$ cat src/rtl/inst_encoder_loader.sv
`default_nettype none
// ============================================================================
// Module      : inst_encoder_loader
// Description : Encodes LEGv8 instruction fields into 32-bit words and streams
//               them to instruction memory at consecutive +4 byte addresses.
// Revision    : 1.0 - initial release
// ============================================================================
module inst_encoder_loader #(
  parameter int ADDR_W = 16,
  parameter int CNT_W  = 16
) (
  input  logic              CLK,
  input  logic              reset,
  input  logic              start,
  input  logic [ADDR_W-1:0] base_addr,
  input  logic              in_valid,
  output logic              in_ready,
  input  logic [3:0]        op,
  input  logic [4:0]        rd,
  input  logic [4:0]        rn,
  input  logic [4:0]        rm,
  input  logic [25:0]       imm,
  input  logic [1:0]        hw,
  output logic              out_valid,
  input  logic              out_ready,
  output logic [ADDR_W-1:0] imem_addr,
  output logic [31:0]       imem_wdata,
  output logic [CNT_W-1:0]  word_count,
  output logic [CNT_W-1:0]  err_count,
  output logic              err
);

  localparam logic [3:0] c_OP_ANDREG = 4'd0;
  localparam logic [3:0] c_OP_ORRREG = 4'd1;
  localparam logic [3:0] c_OP_ADDREG = 4'd2;
  localparam logic [3:0] c_OP_SUBREG = 4'd3;
  localparam logic [3:0] c_OP_ADDIMM = 4'd4;
  localparam logic [3:0] c_OP_SUBIMM = 4'd5;
  localparam logic [3:0] c_OP_MOVZ   = 4'd6;
  localparam logic [3:0] c_OP_B      = 4'd7;
  localparam logic [3:0] c_OP_CBZ    = 4'd8;
  localparam logic [3:0] c_OP_LDUR   = 4'd9;
  localparam logic [3:0] c_OP_STUR   = 4'd10;

  localparam logic [ADDR_W-1:0] c_ADDR_STEP = ADDR_W'(4);
  localparam logic [CNT_W-1:0]  c_CNT_ONE   = CNT_W'(1);

  logic              out_valid_q, out_valid_d;
  logic [31:0]       wdata_q, wdata_d;
  logic [ADDR_W-1:0] ptr_q, ptr_d;
  logic [CNT_W-1:0]  word_count_q, word_count_d;
  logic [CNT_W-1:0]  err_count_q, err_count_d;
  logic              err_q, err_d;

  logic [31:0] w_word;
  logic        w_legal;
  logic        w_in_fire;
  logic        w_out_fire;

  // Signed-fit checks: every bit above the field's sign bit must match it.
  logic w_fit_s9;
  logic w_fit_s19;
  assign w_fit_s9  = (&imm[25:8])  || !(|imm[25:8]);
  assign w_fit_s19 = (&imm[25:18]) || !(|imm[25:18]);

  always_comb begin
    w_word  = 32'h0;
    w_legal = 1'b1;
    case (op)
      c_OP_ANDREG: w_word = {11'b10001010000, rm, 6'b000000, rn, rd};
      c_OP_ORRREG: w_word = {11'b10101010000, rm, 6'b000000, rn, rd};
      c_OP_ADDREG: w_word = {11'b10001011000, rm, 6'b000000, rn, rd};
      c_OP_SUBREG: w_word = {11'b11001011000, rm, 6'b000000, rn, rd};
      c_OP_ADDIMM: begin
        w_word  = {10'b1001000100, imm[11:0], rn, rd};
        w_legal = (imm[25:12] == 14'd0);
      end
      c_OP_SUBIMM: begin
        w_word  = {10'b1101000100, imm[11:0], rn, rd};
        w_legal = (imm[25:12] == 14'd0);
      end
      c_OP_MOVZ: begin
        w_word  = {9'b110100101, hw, imm[15:0], rd};
        w_legal = (imm[25:16] == 10'd0);
      end
      c_OP_B: w_word = {6'b000101, imm};
      c_OP_CBZ: begin
        w_word  = {8'b10110100, imm[18:0], rd};
        w_legal = w_fit_s19;
      end
      c_OP_LDUR: begin
        w_word  = {11'b11111000010, imm[8:0], 2'b00, rn, rd};
        w_legal = w_fit_s9;
      end
      c_OP_STUR: begin
        w_word  = {11'b11111000000, imm[8:0], 2'b00, rn, rd};
        w_legal = w_fit_s9;
      end
      default: w_legal = 1'b0;
    endcase
  end

  assign in_ready   = !start && (!out_valid_q || out_ready);
  assign w_in_fire  = in_valid && in_ready;
  assign w_out_fire = out_valid_q && out_ready;

  always_comb begin
    out_valid_d  = out_valid_q;
    wdata_d      = wdata_q;
    ptr_d        = ptr_q;
    word_count_d = word_count_q;
    err_count_d  = err_count_q;
    err_d        = err_q;
    if (start) begin
      out_valid_d  = 1'b0;
      ptr_d        = {base_addr[ADDR_W-1:2], 2'b00};
      word_count_d = '0;
      err_count_d  = '0;
      err_d        = 1'b0;
    end else begin
      if (w_out_fire) begin
        out_valid_d = 1'b0;
        ptr_d       = ptr_q + c_ADDR_STEP;
        if (word_count_q != '1) word_count_d = word_count_q + c_CNT_ONE;
      end
      // A new accept in the same cycle as a write overrides the clear above.
      if (w_in_fire) begin
        if (w_legal) begin
          out_valid_d = 1'b1;
          wdata_d     = w_word;
        end else begin
          err_d = 1'b1;
          if (err_count_q != '1) err_count_d = err_count_q + c_CNT_ONE;
        end
      end
    end
  end

  always_ff @(posedge CLK) begin
    if (reset) begin
      out_valid_q  <= 1'b0;
      wdata_q      <= 32'h0;
      ptr_q        <= '0;
      word_count_q <= '0;
      err_count_q  <= '0;
      err_q        <= 1'b0;
    end else begin
      out_valid_q  <= out_valid_d;
      wdata_q      <= wdata_d;
      ptr_q        <= ptr_d;
      word_count_q <= word_count_d;
      err_count_q  <= err_count_d;
      err_q        <= err_d;
    end
  end

  assign out_valid  = out_valid_q;
  assign imem_addr  = ptr_q;
  assign imem_wdata = wdata_q;
  assign word_count = word_count_q;
  assign err_count  = err_count_q;
  assign err        = err_q;

endmodule
`default_nettype wire

$ cat config.mk
export PLATFORM = sky130hd
export DESIGN_NAME = inst_encoder_loader
export DESIGN_NICKNAME = d
export VERILOG_FILES = /design/src/rtl/inst_encoder_loader.sv
export SDC_FILE = /design/constraint.sdc
export NUM_CORES = 1
export LEC_CHECK = 0
export BUFFER_PORTS_ARGS = -buffer_cell sky130_fd_sc_hd__buf_2
export CORE_MARGIN = 2
export CORE_UTILIZATION = 52
export CTS_BUF_LIST = sky130_fd_sc_hd__clkbuf_8
export CTS_CLUSTER_SIZE = 8
export DETAILED_ROUTE_END_ITERATION = 16
export GPL_TIMING_DRIVEN = 0
export HOLD_SLACK_MARGIN = 0.1
export PLACE_DENSITY = 0.87
export SYNTH_ARGS = -nofsm -noshare
export SYNTH_HDL_FRONTEND = slang
export SYNTH_SLANG_ARGS = --single-unit
$ cat constraint.sdc
create_clock -name CLK -period 2.1 [get_ports CLK]
set_input_delay 0.105 -clock CLK [delete_from_list [all_inputs] [get_ports CLK]]
set_output_delay 0.105 -clock CLK [all_outputs]
set_load 0.01 [all_outputs]
* Word-level counts from Yosys, hierarchy flattened
Cells that the tools add are included.
** Storage, ports and cells
- Memories kept :: 0
- Memory bits (read-only) :: 0
- RAM bits :: 0
- Flip-flop bits (word level) :: 82
- Output and inout port bits :: 83
- Latch bits :: 0
- Word-level logic and storage cells :: 57
- Bits of input ports :: 68
** Operators by class
- Div/mod/pow operators :: 0
- Eq/ne operators :: 12
- Reductions and logical operators :: 26
- Add/sub/neg operators :: 3
- Bitwise operators :: 2
- Muxes and demuxes :: 7
- Shift operators :: 0
- Order comparisons :: 0
- Multipliers :: 0
** Operator list (number)
- $pmux 32 s11 :: 1
- $add 16x1->16 const B :: 2
- $mux 16 :: 2
- $ne 16x16->1 const B :: 2
- $reduce_and 18->1 :: 1
- $reduce_or 18->1 :: 1
- $add 16x3->16 const B :: 1
- $eq 4x3->1 const B :: 4
- $logic_not 14->1 :: 1
- $eq 4x4->1 const B :: 3
- $logic_not 10->1 :: 1
- $eq 4x2->1 const B :: 2
- $reduce_and 8->1 :: 1
- $reduce_or 8->1 :: 1
- $reduce_and 3->1 :: 2
- $reduce_or 2->1 :: 3
- $pmux 1 s5 :: 1
- $reduce_or 5->1 :: 1
- $eq 4x1->1 const B :: 1
- $logic_not 1->1 :: 4
- $logic_not 4->1 :: 1
- $reduce_and 2->1 :: 2
- $logic_and 1x1->1 :: 3
- $logic_or 1x1->1 :: 3
- other kinds (3) :: 6

* Depth between registers and ports, before layout
- Depth in word-level cells :: 6
- Gate-level depth with buffers :: 9
- Mapped depth without buffers :: 7

* Worst setup path after synthesis
OpenSTA, ideal clock, no wires.
- Path type :: register -> register
- Start :: register err_count_q[0], in the netlist err_count[0]
- End :: register err_count_q[7], in the netlist err_count[7]
- Clock period less this slack :: 2.017 ns
- Cell stages (with the launch flop) :: 8
- Data arrival time :: 1.946 ns
- Slack :: 0.083 ns
- Setup time :: 0.070 ns
- Buffers on the path :: 0
- Data required time :: 2.030 ns
- Cell sequence :: dfxtp_1 ha_1 and3_1 nand4_1 nor2_1 or4_1 or3_1 a21oi_1
** On the way
- Longest elaborated chain between the ends :: 2
- Elaborated cells on any way between the ends :: 3
- Those cells by class :: add/sub (1); eq/ne (1); reduce/logical (1)
** RTL lines
- start: declaration :: line 52 : logic [CNT_W-1:0] err_count_q, err_count_d;
- start signal: assignment :: line 152 : err_count_q <= err_count_d;
- branches (longest 2 deep; another with $add 16x1->16)
Several ways; the timed one is not identified.
A chain may end at the register's enable or synchronous reset.

* Worst setup path after layout
- Start :: register err_count_q[1], in the netlist err_count[1]
- End :: register err_count_q[7], in the netlist err_count[7]
Same word-level chain as after synthesis.

==> Flow_metrics.wiki <==
{| class="wikitable"
! Metric !! Value
|-
| IO Pins || 151
|-
| Power Density || 605.1 nW/um^2
|-
| Netlist cell types || 55
|-
| Minimum setup slack after placement || -0.1916 ns
|-
| Synth area leader || dfxtp_1
|-
| Overall overflow remaining after global route || 0
|-
| TritonCTS clock tree || built
|-
| Core region area || 8134 um^2
|-
| Post-synthesis cell area || 4325 um^2
|-
| Slew headroom || 57.01%
|-
| Clock tree root driver cell || clkbuf_8
|-
| Maximum number of pins on one net before global-route repair || 13
|-
| Layout-stage area growth over the synthesis result || 30.32%
|-
| Total of fill cells in the finished design || 666
|-
| Number of iterations in the first detailed-routing pass || 7
|-
| Total of max-cap violations || 0
|-
| Final count of pins violating max slew || 0
|-
| Total wire length || 13,810 um
|-
| Count of endpoints failing hold in the final timing report || 0
|-
| Width of the die || 95.21 um
|-
| Most instantiated library cell after synthesis || dfxtp_1
|-
| Total track usage || 29.66%
|-
| Launching element type of the critical path || flip-flop
|-
| Routed wire per std cell || 17.01 um
|-
| Synthesized netlist cell count || 525
|-
| Peak fanout along the critical path || 5
|-
| Ys async rst share || 0%
|-
| Tightest Hold Check Type || input pin to flip-flop
|-
| Area share of the largest cell type after synthesis || 37.03%
|-
| Fin util || 69.30%
|-
| Final Skew || 0.008795 ns
|-
| Final Critical Period || 1.993 ns
|-
| Post-route standard cell area excluding fillers || 5637 um^2
|-
| Clock input transition at the sequential cells of the worst setup and hold paths || 0.08 ns
|-
| Detail-routed via count per cell || 6.076
|-
| First-pass GRT wire length || 21,260 um
|-
| Count of antenna-violating nets left after detailed routing || 0
|-
| TritonCTS sink count || 80
|-
| Die Outline Area || 9064 um^2
|-
| Ratio of cells with drive above 1 in the final layout || 26.45%
|-
| Detail Placement HPWL || 10,010 um
|-
| Number of setup violations in the final report || 0
|-
| Logic depth of the worst register-to-register path || 7
|-
| CTS H-Tree Depth || 3
|-
| Critical Setup Path Class || flip-flop to flip-flop
|-
| Number of enable flip-flop cells after synthesis || 0
|-
| Top_reg_cell synth || dfxtp_1
|-
| Number of standard cells in the layout, taps in and fillers out || 812
|-
| Post-route setup slack || 0.1066 ns
|-
| Number of clock buffers inserted by TritonCTS || 9
|-
| CTS Buffer Depth || 2
|-
| Element type at the critical path end || flip-flop
|-
| Weighted congestion at the end of routability-driven global placement || 0.9572
|-
| Most numerous cell types in the synthesized netlist || dfxtp_1 (80), a21oi_1 (58), nor2_1 (50), clkbuf_1 (28), o21ai_0 (25)
|-
| Transition time at the pin with the least slew margin || 0.6381 ns
|-
| Vias || 4,934
|-
| Required time reported for the critical path endpoint || 2.38 ns
|-
| Instance area at placement || 5186 um^2
|-
| Largest cells by area after synthesis || dfxtp_1 (37%), a21oi_1 (6.7%), nor2_1 (4.3%)
|-
| Dpl cells || 776
|-
| Signal arrival time at the worst endpoint || 2.27 ns
|-
| FMAX || 501.7 MHz
|-
| Worst IR Drop VDD || 0.3370 mV
|-
| Clock latency at the later pin of the worst-skew pair || 0.34 ns
|-
| Die Ht || 95.21 um
|-
| Starting DRT DRC Count || 470
|-
| Starting Density || 53.18%
|-
| Cell depth of the worst min-delay path || 3
|-
| Share of synthesized area occupied by flip-flops and latches || 37.03%
|-
| Run status || complete, no violations
|-
| Mapped Avg Cell Area || 8.239 um^2
|-
| Total of warnings raised by yosys || 0
|-
| Number of remaining DRC errors || 0
|-
| Ant. Diodes || 0
|-
| Fin nets || 774
|-
| Site row count || 33
|-
| Initial antenna violation count || 0
|-
| Final period util || 94.92%
|-
| Number of global-route vias before repair || 4,391
|-
| Static Leakage || 2.364 nW
|-
| Number of synthesized register bits || 80
|-
| Number of buffers added on ports || 145
|}
-- timing repair --
action | in CTS | in global routing
gates resized for setup | 5 | 7
pin swaps | 1 | 1
hold endpoints to repair | 19 | 0
endpoints found under the setup margin | 7 | 12
setup buffers | 0 | 2
hold buffers | 19 | 0
-- registers in the layout (all words and copies together), names as in the netlist --
signal,flops
out_valid,1
err_count,16
imem_wdata,32
imem_addr,14
err,1
word_count,16
-- worst max-delay path: stages, from the launching register on --
cell	delay (ns)
dfxtp_1	0.35
ha_2	0.20
and3_4	0.20
nand4_1	0.14
nor2_1	0.08
or4_1	0.51
or3_1	0.31
a21oi_1	0.13
-- routing by layer --
layer / vias to the layer above / wire [um] / track usage (%)
li1: 2330 / - / -
met1: 2324 / 5850 / 39.21
met2: 262 / 6717 / 50.41
met3: 18 / 1075 / 3.953
met4: 0 / 165 / 8.816
met5: - / 0 / 0
-- final timing paths --
check | start | slack, ns | to
hold reg to reg | imem_wdata[29] | 0.48 | imem_wdata[29]
setup reg to reg | err_count[1] | 0.11 | err_count[7]
setup / recovery | err_count[1] | 0.11 | err_count[7]
hold / removal | reset | 0.12 | err_count[4]
-- kinds of logic (layout without fill, tap and decap cells) --
logic type                 Yosys count  in the layout  share of synthesized area, %
AOI/OAI and AO/OA                  155            155                         23.23
xor gates and xnor gates            25             25                         5.496
and+or+nand+nor                    206            206                         25.98
adders and majority gates            3              3                        0.8679
buffers and inverters               43            224                         4.541
muxes                               12             12                         2.777
DFF                                 80             80                         37.03
other                                1              2                       0.08670
-- where the power goes --
group	total, mW	internal [mW]	switching, mW
clock network	1.29	0.723	0.563
logic	0.534	0.221	0.313
registers	1.59	1.56	0.0332
total	3.41	2.50	0.910
-- stage by stage --
stage	total power, mW	hold WS, ns	TNS, ns
6_report	3.411	0.1189	0
5_1_grt	3.527	0.1510	-0.007550
4_1_cts	3.404	0.1157	0
3_5_place_dp	2.112	0.3494	-5.711
3_3_place_gp	2.099	0.3362	-5.353
2_1_floorplan	1.898	0.2477	0
-- cells in the final DEF (no fill, tap or decap), types with 16 or more instances in the layout --
master / netlist / final
clkbuf_1: 28 / 26
a211oi_1: 16 / 16
nand3_1: 23 / 23
nor3_1: 19 / 19
dlygate4sd3_1: 0 / 19
buf_2: 4 / 149
dfxtp_1: 80 / 79
nand2_1: 24 / 23
a21oi_1: 58 / 58
o21ai_0: 25 / 25
nor2_1: 50 / 49
-- area by class of cell --
class | instances | area (um^2) | share of cell area (%)
multi-input cells | 403 | 2550 | 45.24
flip-flops and latches | 80 | 1603 | 28.44
well taps | 105 | 131.4 | 2.331
clock inverters | 4 | 68.82 | 1.221
plain buffers | 40 | 190.2 | 3.374
repair buffers | 166 | 930.9 | 16.51
inverters | 3 | 11.26 | 0.1998
clock buffers | 11 | 151.4 | 2.686
Note: power is estimated with default switching activity, not from simulation.
